--- src/rtl/alu_multicycle_exec_if.sv ---
// alu_multicycle_exec_if: start/done request and result bus of the execute stage
interface alu_multicycle_exec_if #(parameter int XLEN = 32);
  logic            start;
  logic [4:0]      alu_op;
  logic [XLEN-1:0] op_a;
  logic [XLEN-1:0] op_b;
  logic            busy;
  logic            done;
  logic [XLEN-1:0] result;
  logic            branch_cond;
  logic            illegal_op;
  modport master (output start, alu_op, op_a, op_b, input busy, done, result, branch_cond, illegal_op);
  modport slave (input start, alu_op, op_a, op_b, output busy, done, result, branch_cond, illegal_op);
endinterface

--- src/rtl/alu_multicycle_exec.sv ---
// alu_multicycle_exec: RV32I execute stage, single-cycle ALU ops plus iterative shifts
module alu_multicycle_exec #(
  parameter int XLEN       = 32,
  parameter int SHIFT_STEP = 1
) (
  input  logic clk,
  input  logic reset_n,
  alu_multicycle_exec_if.slave bus
);
  typedef enum logic [1:0] {IDLE, SHIFT, DONE} state_t;
  localparam logic [4:0] STEP = 5'(SHIFT_STEP);
  state_t          state, state_n;
  logic [XLEN-1:0] wreg, shifted, alu_res, result;
  logic [4:0]      rem, k, shamt;
  logic [1:0]      sop;
  logic            alu_br, alu_ill, branch_cond, illegal_op;
  logic            is_shift, accept, rem_done, eq, lt, ltu;
  assign shamt    = bus.op_b[4:0];
  assign is_shift = bus.alu_op == 5'b01101 || bus.alu_op == 5'b01010 || bus.alu_op == 5'b01011;
  assign accept   = bus.start && state != SHIFT;
  assign k        = rem < STEP ? rem : STEP;
  assign rem_done = rem <= STEP;
  assign eq       = bus.op_a == bus.op_b;
  assign lt       = $signed(bus.op_a) < $signed(bus.op_b);
  assign ltu      = bus.op_a < bus.op_b;
  assign bus.busy        = state == SHIFT;
  assign bus.done        = state == DONE;
  assign bus.result      = result;
  assign bus.branch_cond = branch_cond;
  assign bus.illegal_op  = illegal_op;
  // single-cycle ALU; branch codes report their condition as both flag and result
  always_comb begin
    alu_res = '0;
    alu_br  = 1'b0;
    alu_ill = 1'b0;
    case (bus.alu_op)
      5'b00000: alu_res = bus.op_a + bus.op_b;
      5'b00001: alu_res = bus.op_a - bus.op_b;
      5'b00010: alu_res = bus.op_a & bus.op_b;
      5'b00011: alu_res = bus.op_a | bus.op_b;
      5'b00110: alu_res = bus.op_a ^ bus.op_b;
      5'b01000: alu_res = bus.op_b;
      5'b01101, 5'b01010, 5'b01011: alu_res = bus.op_a;
      5'b10110: alu_res = XLEN'(lt);
      5'b10111: alu_res = XLEN'(ltu);
      5'b10000: alu_br = eq;
      5'b10001: alu_br = !eq;
      5'b10010: alu_br = lt;
      5'b10011: alu_br = !lt;
      5'b10100: alu_br = ltu;
      5'b10101: alu_br = !ltu;
      default:  alu_ill = 1'b1;
    endcase
    if (alu_br) alu_res = XLEN'(1'b1);
  end
  // one shift step of k<=SHIFT_STEP bits, selected among constant shifts so no barrel shifter is built
  always_comb begin
    shifted = wreg;
    for (int i = 1; i <= SHIFT_STEP; i++)
      if (k == 5'(i))
        shifted = sop == 2'b01 ? wreg << i : sop == 2'b10 ? wreg >> i : XLEN'($signed(wreg) >>> i);
  end
  // next state: shifts with nonzero shamt iterate in SHIFT, everything else lands in DONE
  always_comb begin
    state_n = state == SHIFT ? (rem_done ? DONE : SHIFT)
            : accept ? (is_shift && shamt != 5'd0 ? SHIFT : DONE) : IDLE;
  end
  // state register
  always_ff @(posedge clk or negedge reset_n) begin
    if (!reset_n) state <= IDLE;
    else state <= state_n;
  end
  // datapath: outputs update only on the edge entering DONE, shift operands latch on entry to SHIFT
  always_ff @(posedge clk or negedge reset_n) begin
    if (!reset_n) begin
      wreg        <= '0;
      rem         <= '0;
      sop         <= '0;
      result      <= '0;
      branch_cond <= 1'b0;
      illegal_op  <= 1'b0;
    end else if (accept && is_shift && shamt != 5'd0) begin
      wreg <= bus.op_a;
      rem  <= shamt;
      sop  <= bus.alu_op[1:0];
    end else if (accept) begin
      result      <= alu_res;
      branch_cond <= alu_br;
      illegal_op  <= alu_ill;
    end else if (state == SHIFT) begin
      wreg <= shifted;
      rem  <= rem - k;
      if (rem_done) begin
        result      <= shifted;
        branch_cond <= 1'b0;
        illegal_op  <= 1'b0;
      end
    end
  end
endmodule

--- src/flat_wrapper.sv ---
// flat-port wrapper written by rule: the top's interface ports become plain ports
module alu_multicycle_exec_flat 
#(
  parameter int XLEN       = 32,
  parameter int SHIFT_STEP = 1
)
  (clk, reset_n, bus_start, bus_alu_op, bus_op_a, bus_op_b, bus_busy, bus_done, bus_result, bus_branch_cond, bus_illegal_op);
  alu_multicycle_exec_if #(.XLEN(XLEN)) bus_i ();
  input  logic clk;
  input  logic reset_n;
  input wire logic [$bits(bus_i.start)-1:0] bus_start;
  input wire logic [$bits(bus_i.alu_op)-1:0] bus_alu_op;
  input wire logic [$bits(bus_i.op_a)-1:0] bus_op_a;
  input wire logic [$bits(bus_i.op_b)-1:0] bus_op_b;
  output wire logic [$bits(bus_i.busy)-1:0] bus_busy;
  output wire logic [$bits(bus_i.done)-1:0] bus_done;
  output wire logic [$bits(bus_i.result)-1:0] bus_result;
  output wire logic [$bits(bus_i.branch_cond)-1:0] bus_branch_cond;
  output wire logic [$bits(bus_i.illegal_op)-1:0] bus_illegal_op;
  assign bus_i.start = bus_start;
  assign bus_i.alu_op = bus_alu_op;
  assign bus_i.op_a = bus_op_a;
  assign bus_i.op_b = bus_op_b;
  assign bus_busy = bus_i.busy;
  assign bus_done = bus_i.done;
  assign bus_result = bus_i.result;
  assign bus_branch_cond = bus_i.branch_cond;
  assign bus_illegal_op = bus_i.illegal_op;
  alu_multicycle_exec #(.XLEN(XLEN), .SHIFT_STEP(SHIFT_STEP)) u_core (.clk(clk), .reset_n(reset_n), .bus(bus_i));
endmodule
--- config.mk ---
export PLATFORM = sky130hd
export DESIGN_NAME = alu_multicycle_exec_flat
export DESIGN_NICKNAME = d
export VERILOG_FILES = /design/src/rtl/alu_multicycle_exec_if.sv /design/src/rtl/alu_multicycle_exec.sv /design/src/flat_wrapper.sv
export SDC_FILE = /design/constraint.sdc
export NUM_CORES = 1
export LEC_CHECK = 0
export ABC_AREA = 1
export CAP_MARGIN = 20
export CORE_UTILIZATION = 46
export CTS_BUF_LIST = sky130_fd_sc_hd__clkbuf_2
export DETAILED_ROUTE_END_ITERATION = 16
export PLACE_DENSITY = 0.63
export SYNTH_ARGS = -nofsm -noshare
export SYNTH_HDL_FRONTEND = slang
export SYNTH_SLANG_ARGS = --single-unit
--- constraint.sdc ---
create_clock -name clk -period 2 [get_ports clk]
set_input_delay 0.4 -clock clk [delete_from_list [all_inputs] [get_ports clk]]
set_output_delay 0.4 -clock clk [all_outputs]
set_load 0.02 [all_outputs]
# Word-level counts from Yosys, hierarchy flattened
# Index checks and enable logic that the tools add are counted.
dict set report word_totals {
  in_bits 72
  register_bits 75
  ram_bits 0
  romBits 0
  out_inout_bits 36
  latchBits 0
  mem_count 0
  word_cells 85
}
dict set report op_classes {
  bitwise_logic 4
  n_mux 25
  reduce_logical 18
  eq_ne 24
  multipliers 0
  div 0
  magnitude_cmp 4
  addsub 3
  shifts 0
}
# cell count
set ops {}
lappend ops {{32-bit two-way mux} 10}
lappend ops {{32-bit case mux with 9 select lines} 1}
lappend ops {{32-bit less-than comparator} 2}
lappend ops {{5-bit equality test (second input constant)} 8}
lappend ops {{32-bit adder} 1}
lappend ops {{32-bit bitwise AND} 1}
lappend ops {{32-bit equality test} 1}
lappend ops {{32-bit bitwise OR} 1}
lappend ops {{32-bit subtractor} 1}
lappend ops {{32-bit XOR} 1}
lappend ops {{5-bit by 4-bit equality test with 1-bit output (second input constant)} 4}
lappend ops {{5-bit two-way mux} 4}
lappend ops {{17-bit OR reduction} 1}
lappend ops {{5-bit by 1-bit equality test with 1-bit output (second input constant)} 2}
lappend ops {{5-bit by 2-bit equality test with 1-bit output (second input constant)} 2}
lappend ops {{2-bit two-way mux} 4}
lappend ops {{1-bit case mux with 6 select lines} 1}
lappend ops {{2-bit nonzero test} 3}
lappend ops {{5-bit by 3-bit equality test with 1-bit output (second input constant)} 1}
lappend ops {{5-bit by 1-bit <= comparator with 1-bit output (second input constant)} 1}
lappend ops {{5-bit logical NOT} 1}
lappend ops {{5-bit by 1-bit less-than comparator with 1-bit output (second input constant)} 1}
lappend ops {{1-bit two-way mux} 5}
lappend ops {{5-bit nonzero test} 1}
lappend ops {{12 further kinds} 20}

# Longest topological paths before layout
dict set report logic_depth {
  depth_word 7
  ltp_mapped 21
  depth_no_buf 20
}

# Worst setup path before layout
# No wires, ideal clock.
dict set report synth_path {
  kind {input to register}
  from {input port bus_op_a[0]}
  to {register u_core.result[0], in the netlist u_core.bus.result[0]}
  t_arrival_ns 2.025
  cell_stages 19
  path_buffers 0
  setup_slack_ns -0.141
  setup_ns 0.117
  required_ns 1.883
  path_cell_list {inv_1 > ha_1 > fa_1 > inv_1 > nand2_1 > nand2_1 > nand2_1 > nand2_1 > nand2_1 > nand2_2 > nand2_2 > nand2_2 > nand2_1 > nand3_1 > nand2_1 > nand2_1 > nand2_1 > nand2_1 > nand2_1}
}
dict set report synth_via {
  elab_chain_len 5
  elab_cells_between_ends 15
  cone_classes {add/sub (2); order compare (2); eq/ne (1); mux (4); bitwise (3); reduce/logical (3)}
}
# item line
set synth_lines {}
lappend synth_lines {{start, declared} flat_wrapper.sv:13} ;# input wire logic [$bits(bus_i.op_a)-1:0] bus_op_a;
lappend synth_lines {{32-bit less-than comparator (tied with other cells)} alu_multicycle_exec.sv:25} ;# assign ltu = bus.op_a < bus.op_b;
lappend synth_lines {{1-bit logical NOT (on tied branches)} {alu_multicycle_exec.sv:51, alu_multicycle_exec.sv:47, alu_multicycle_exec.sv:49}}
lappend synth_lines {{1-bit case mux with 6 select lines} alu_multicycle_exec.sv:36} ;# case (bus.alu_op)
lappend synth_lines {{32-bit two-way mux *} alu_multicycle_exec.sv:54} ;# if (alu_br) alu_res = XLEN'(1'b1);
lappend synth_lines {{32-bit two-way mux *} alu_multicycle_exec.sv:86} ;# end else if (accept) begin
lappend synth_lines {{end signal, assigned} alu_multicycle_exec.sv:87} ;# result <= alu_res;
lappend synth_lines {{end signal, assigned} alu_multicycle_exec.sv:94} ;# result <= shifted;
lappend synth_lines {{end, declared} alu_multicycle_exec.sv:13} ;# logic [XLEN-1:0] wreg, shifted, alu_res, result;
# Mark *: on every way between the ends. The rest lies on a longest branch, timed or not.
# A chain may end at the register's enable or synchronous reset.

# Worst setup path after layout
dict set report layout_path {
  from {input port bus_alu_op[0]}
  to {register u_core.result[21], in the netlist u_core.bus.result[21]}
}
dict set report layout_via {
  elab_chain_len 7
  elab_cells_between_ends 28
  cone_classes {eq/ne (16); mux (4); bitwise (1); reduce/logical (7)}
}
# item line
set layout_lines {}
lappend layout_lines {{start, declared} flat_wrapper.sv:12} ;# input wire logic [$bits(bus_i.alu_op)-1:0] bus_alu_op;
lappend layout_lines {{parallel branches: the longest is 7 deep, another holds 32-bit case mux with 9 select lines} -}
# Several ways; the timed one is not identified.

==> flow_summary_export.csv <==
group,metric,value,unit
run_status,outcome,"finished clean",
die,placeableCoreArea,23680,um^2
routing,drt.antenna.violating_nets,0,
grt,grt_max_degree,46,
synthesis,asyncSetResetFlopFracSynth,100.0,%
critical_path,path_max_fanout,6,
grt,global_route.overflow_total,0,
clock_tree,clock_sink_count,75,
grt,antenna_found_initial,1,
synthesis,yosysTopAreaCell,"sky130_fd_sc_hd__nand2_1",
min_path,timing.hold.worst.class,"in2reg",
power_and_ir_drop,ir_drop,0.0005789,V
clock_tree,clock_tree.root_cell,"sky130_fd_sc_hd__clkbuf_2",
routing,drcViolationCount,0,
placed_design,place_congestion,1.066,
placed_design,dp.cells,2784,
die,die_area,24920,um^2
critical_path,crit_path_top_delay_cell,"sky130_fd_sc_hd__clkdlybuf4s50_1",
critical_path,most_common_cell_type_on_the_critical_path,"sky130_fd_sc_hd__buf_4",
sta,pnr_worst_setup_slack,0.004657,ns
routing,detail_route.first_pass.iterations,6,
die,die_width,157.9,um
synthesis,synth_cell_types,45,
die,floorplan.io_pins,108,
min_path,hold_depth,3,
synthesis,ys_dominant_reg_cell,"sky130_fd_sc_hd__dfrtp_1",
critical_path,critical_path.top_delay_family,"buffers and inverters",
critical_path,cp.depth,12,
synthesis,synth_most_common_cell,"sky130_fd_sc_hd__nand2_1",
layout,final_layout_size_suffix_gt1_share,33.35,%
clock_tree,clk_latency,0.56,ns
grt,global_route.usage.total,41.16,%
critical_path,crit_required,2.49,ns
layout,flow.area_growth_from_synthesis,56.90,%
sta,count_of_final_hold_check_violations,0,
clock_tree,numCtsBuffers,9,
power_and_ir_drop,power_per_cell_area,585.1,nW/um^2
routing,routed-via-count,15350,
sta,unrepaired_setup_endpoints_after_global_routing,"yes",
clock_tree,clk_path_buf_depth,2,
routing,average_routed_wire_per_standard_cell,18.21,um
synthesis,netlist_instances,1996,
sta,maxSlewHeadroom,64.53,%
synthesis,synth_seq_area_share,16.80,%
synthesis,synth.cell_area,11170,um^2
grt,wire_length_of_the_first_global_routing_pass,77610,um
clock_tree,clk_transition_reported_paths,0.24,ns
synthesis,post_synth_main_area_contributors,"sky130_fd_sc_hd__nand2_1 22%, sky130_fd_sc_hd__dfrtp_1 17%, sky130_fd_sc_hd__inv_1 12%, sky130_fd_sc_hd__ha_1 11%, sky130_fd_sc_hd__nand3_1 6.9%",
routing,routed_wirelength,51470,um
critical_path,critical_path.max_stage_delay,0.50,ns
sta,total_of_endpoints_with_negative_setup_slack_in_the_final_report,0,
die,starting_density_of_the_core,47.18,%
synthesis,ys_top_cells_by_count,"641 x sky130_fd_sc_hd__nand2_1, 345 x sky130_fd_sc_hd__inv_1, 178 x sky130_fd_sc_hd__nor2_1",
placed_design,preCtsSetupSlack,-1.120,ns
layout,finalNetCount,2674,
layout,fin_util,74.03,%
critical_path,worst_r2r_path_depth,10,
clock_tree,h_tree_depth,3,
sta,worst_pin_slew,0.5321,ns
critical_path,path_cells,"clkdlybuf4s50_1 -> buf_4 -> nor2_4 -> nand4_1 -> buf_4 -> clkbuf_16 -> buf_4 -> o22ai_1 -> a211oi_1 -> nand3_2 -> a21oi_2 -> nor2_1",
routing,vias_per_cell,5.430,
synthesis,synth_area_per_inst,5.598,um^2
sta,fin_skew,0.02450,ns
layout,layout.filler_cells,2072,
sta,post-route-period-util,99.77,%
sta,finalMaxSlewViolations,0,
critical_path,cp_num_buf_inv,5,
sta,max_clock_freq,0.5012,GHz
layout,final_instance_count_without_filler_cells,2827,
routing,drt-initial-drc-count,1471,
critical_path,start_kind,"input port",
die,die_height,157.9,um
synthesis,synth.yosys.warnings,0,
synthesis,postSynthNetCount,2167,
placed_design,port-buffer-count,107,
synthesis,synth-edff-count,0,
die,std_cell_rows,56,
clock_tree,cts_tree,"built",
job,maxCapViolations,0,
synthesis,ys_seq_elements,75,
sta,final.setup.tns,0,ns
critical_path,worstSetupEndpointType,"register",
power_and_ir_drop,p_leak,0.009613,uW
critical_path,critPathKind,"in2reg",
sta,final_period_minus_worst_setup_slack,1.995,ns
synthesis,netlist.area_leader.share,21.53,%
critical_path,arrival,2.49,ns
placed_design,dp.final_hpwl,40940,um
grt,via_count_of_the_first_global_routing_pass,14500,
==> path summary, 6_finish.rpt <==
| kind | from | to | slack (ns) |
|---|---|---|---|
| worst max-delay path | bus_alu_op[0] | u_core.bus.result[21] | 0.005 |
| worst min-delay path | bus_op_b[0] | u_core.rem[0] | 0.13 |
| worst max register to register | u_core.rem[2] | u_core.bus.result[27] | 0.11 |
| worst min register to register | u_core.sop[1] | u_core.sop[1] | 0.54 |
| max in group asynchronous | reset_n | u_core.bus.result[25] | 1.07 |
| min in group asynchronous | reset_n | u_core.wreg[6] | 0.30 |
==> worst register-to-register path, cell delays in order, from the launching register on <==
cell and delay [ns]:
sky130_fd_sc_hd__dfrtp_1 0.46, sky130_fd_sc_hd__nor2_2 0.19, sky130_fd_sc_hd__nand2_2 0.12, sky130_fd_sc_hd__inv_2 0.11, sky130_fd_sc_hd__nand2_2 0.08, sky130_fd_sc_hd__buf_6 0.19, sky130_fd_sc_hd__o21ai_1 0.28, sky130_fd_sc_hd__nand2_1 0.13
sky130_fd_sc_hd__nand2_1 0.10, sky130_fd_sc_hd__inv_1 0.04, sky130_fd_sc_hd__a21oi_1 0.13
==> flip-flops by register name, summed over array words and instances (netlist names) <==
signal / count
u_core.bus.branch_cond: 1
u_core.rem: 5
u_core.state: 2
u_core.wreg: 32
u_core.bus.illegal_op: 1
u_core.sop: 2
u_core.bus.result: 32
==> metal layers <==
metal,vias up,global-route usage (%),wire (um)
met5,-,0,0
met4,0,30.37,4271
met3,195,5.694,3966
met2,799,66.25,22830
met1,6966,50.13,20400
li1,7392,-,-
==> per-stage QoR <==
| step | instance area, um^2 | power, uW | hold slack [ns] |
|---|---|---|---|
| 2_1_floorplan | 11210 | 5751 | 0.1044 |
| 3_3_place_gp | 15830 | 8264 | 0.4023 |
| 3_5_place_dp | 15830 | 8419 | 0.4003 |
| 4_1_cts | 17030 | 9958 | 0.2407 |
| 5_1_grt | 17530 | 10990 | 0.1174 |
| 6_report | 17530 | 10260 | 0.1288 |
==> logic make-up after synthesis <==
logic type | after synthesis | synth area share (%)
compound gates | 334 | 17.30
xor+xnor | 4 | 0.3135
buf+inv | 438 | 15.92
fa+ha+maj | 99 | 11.22
flops | 75 | 16.80
simple gates | 1046 | 38.45
==> area by class of cell <==
| cell class | instances | area (um^2) | share of cell area (%) |
|---|---|---|---|
| Antenna cell | 1 | 2.502 | 0.01427 |
| Clock buffer | 9 | 45.04 | 0.2569 |
| Clock inverter | 6 | 137.6 | 0.7850 |
| Inverter | 353 | 1330 | 7.586 |
| Multi-Input combinational cell | 1483 | 8861 | 50.54 |
| Sequential cell | 75 | 1877 | 10.70 |
| Tap cell | 319 | 399.1 | 2.276 |
| Timing Repair Buffer | 581 | 4881 | 27.84 |
==> power breakdown <==
part	switching [uW]	leakage (uW)	internal (uW)	total, uW
Clock	610	0.000103	663	1270
Sequential	368	0.000926	2060	2430
Combinational	3830	0.00858	2730	6560
==> what timing repair did <==
item,CTS,global route
cloned,0,1
setup endpoints to repair,78,83
resized for setup,352,150
hold buffers,1,0
hold endpoints to repair,35,0
pin swaps,52,39
setup buffers,9,16
==> cell usage in the layout, fill, tap and decap left out, drive strengths merged, types with 7 or more instances in the layout <==
cell,n
nor2,180
buf,476
clkbuf,17
o211ai,31
nand2,646
inv,353
a21oi,68
o21ai,134
nand4,29
dlymetal6s2s,27
ha,97
a31oi,16
dfrtp,75
and2,7
a211oi,14
dlygate4sd2,53
o22ai,55
clkdlybuf4s50,11
nor3,21
nand3,156
No activity file was read; power rests on OpenSTA's default activity.
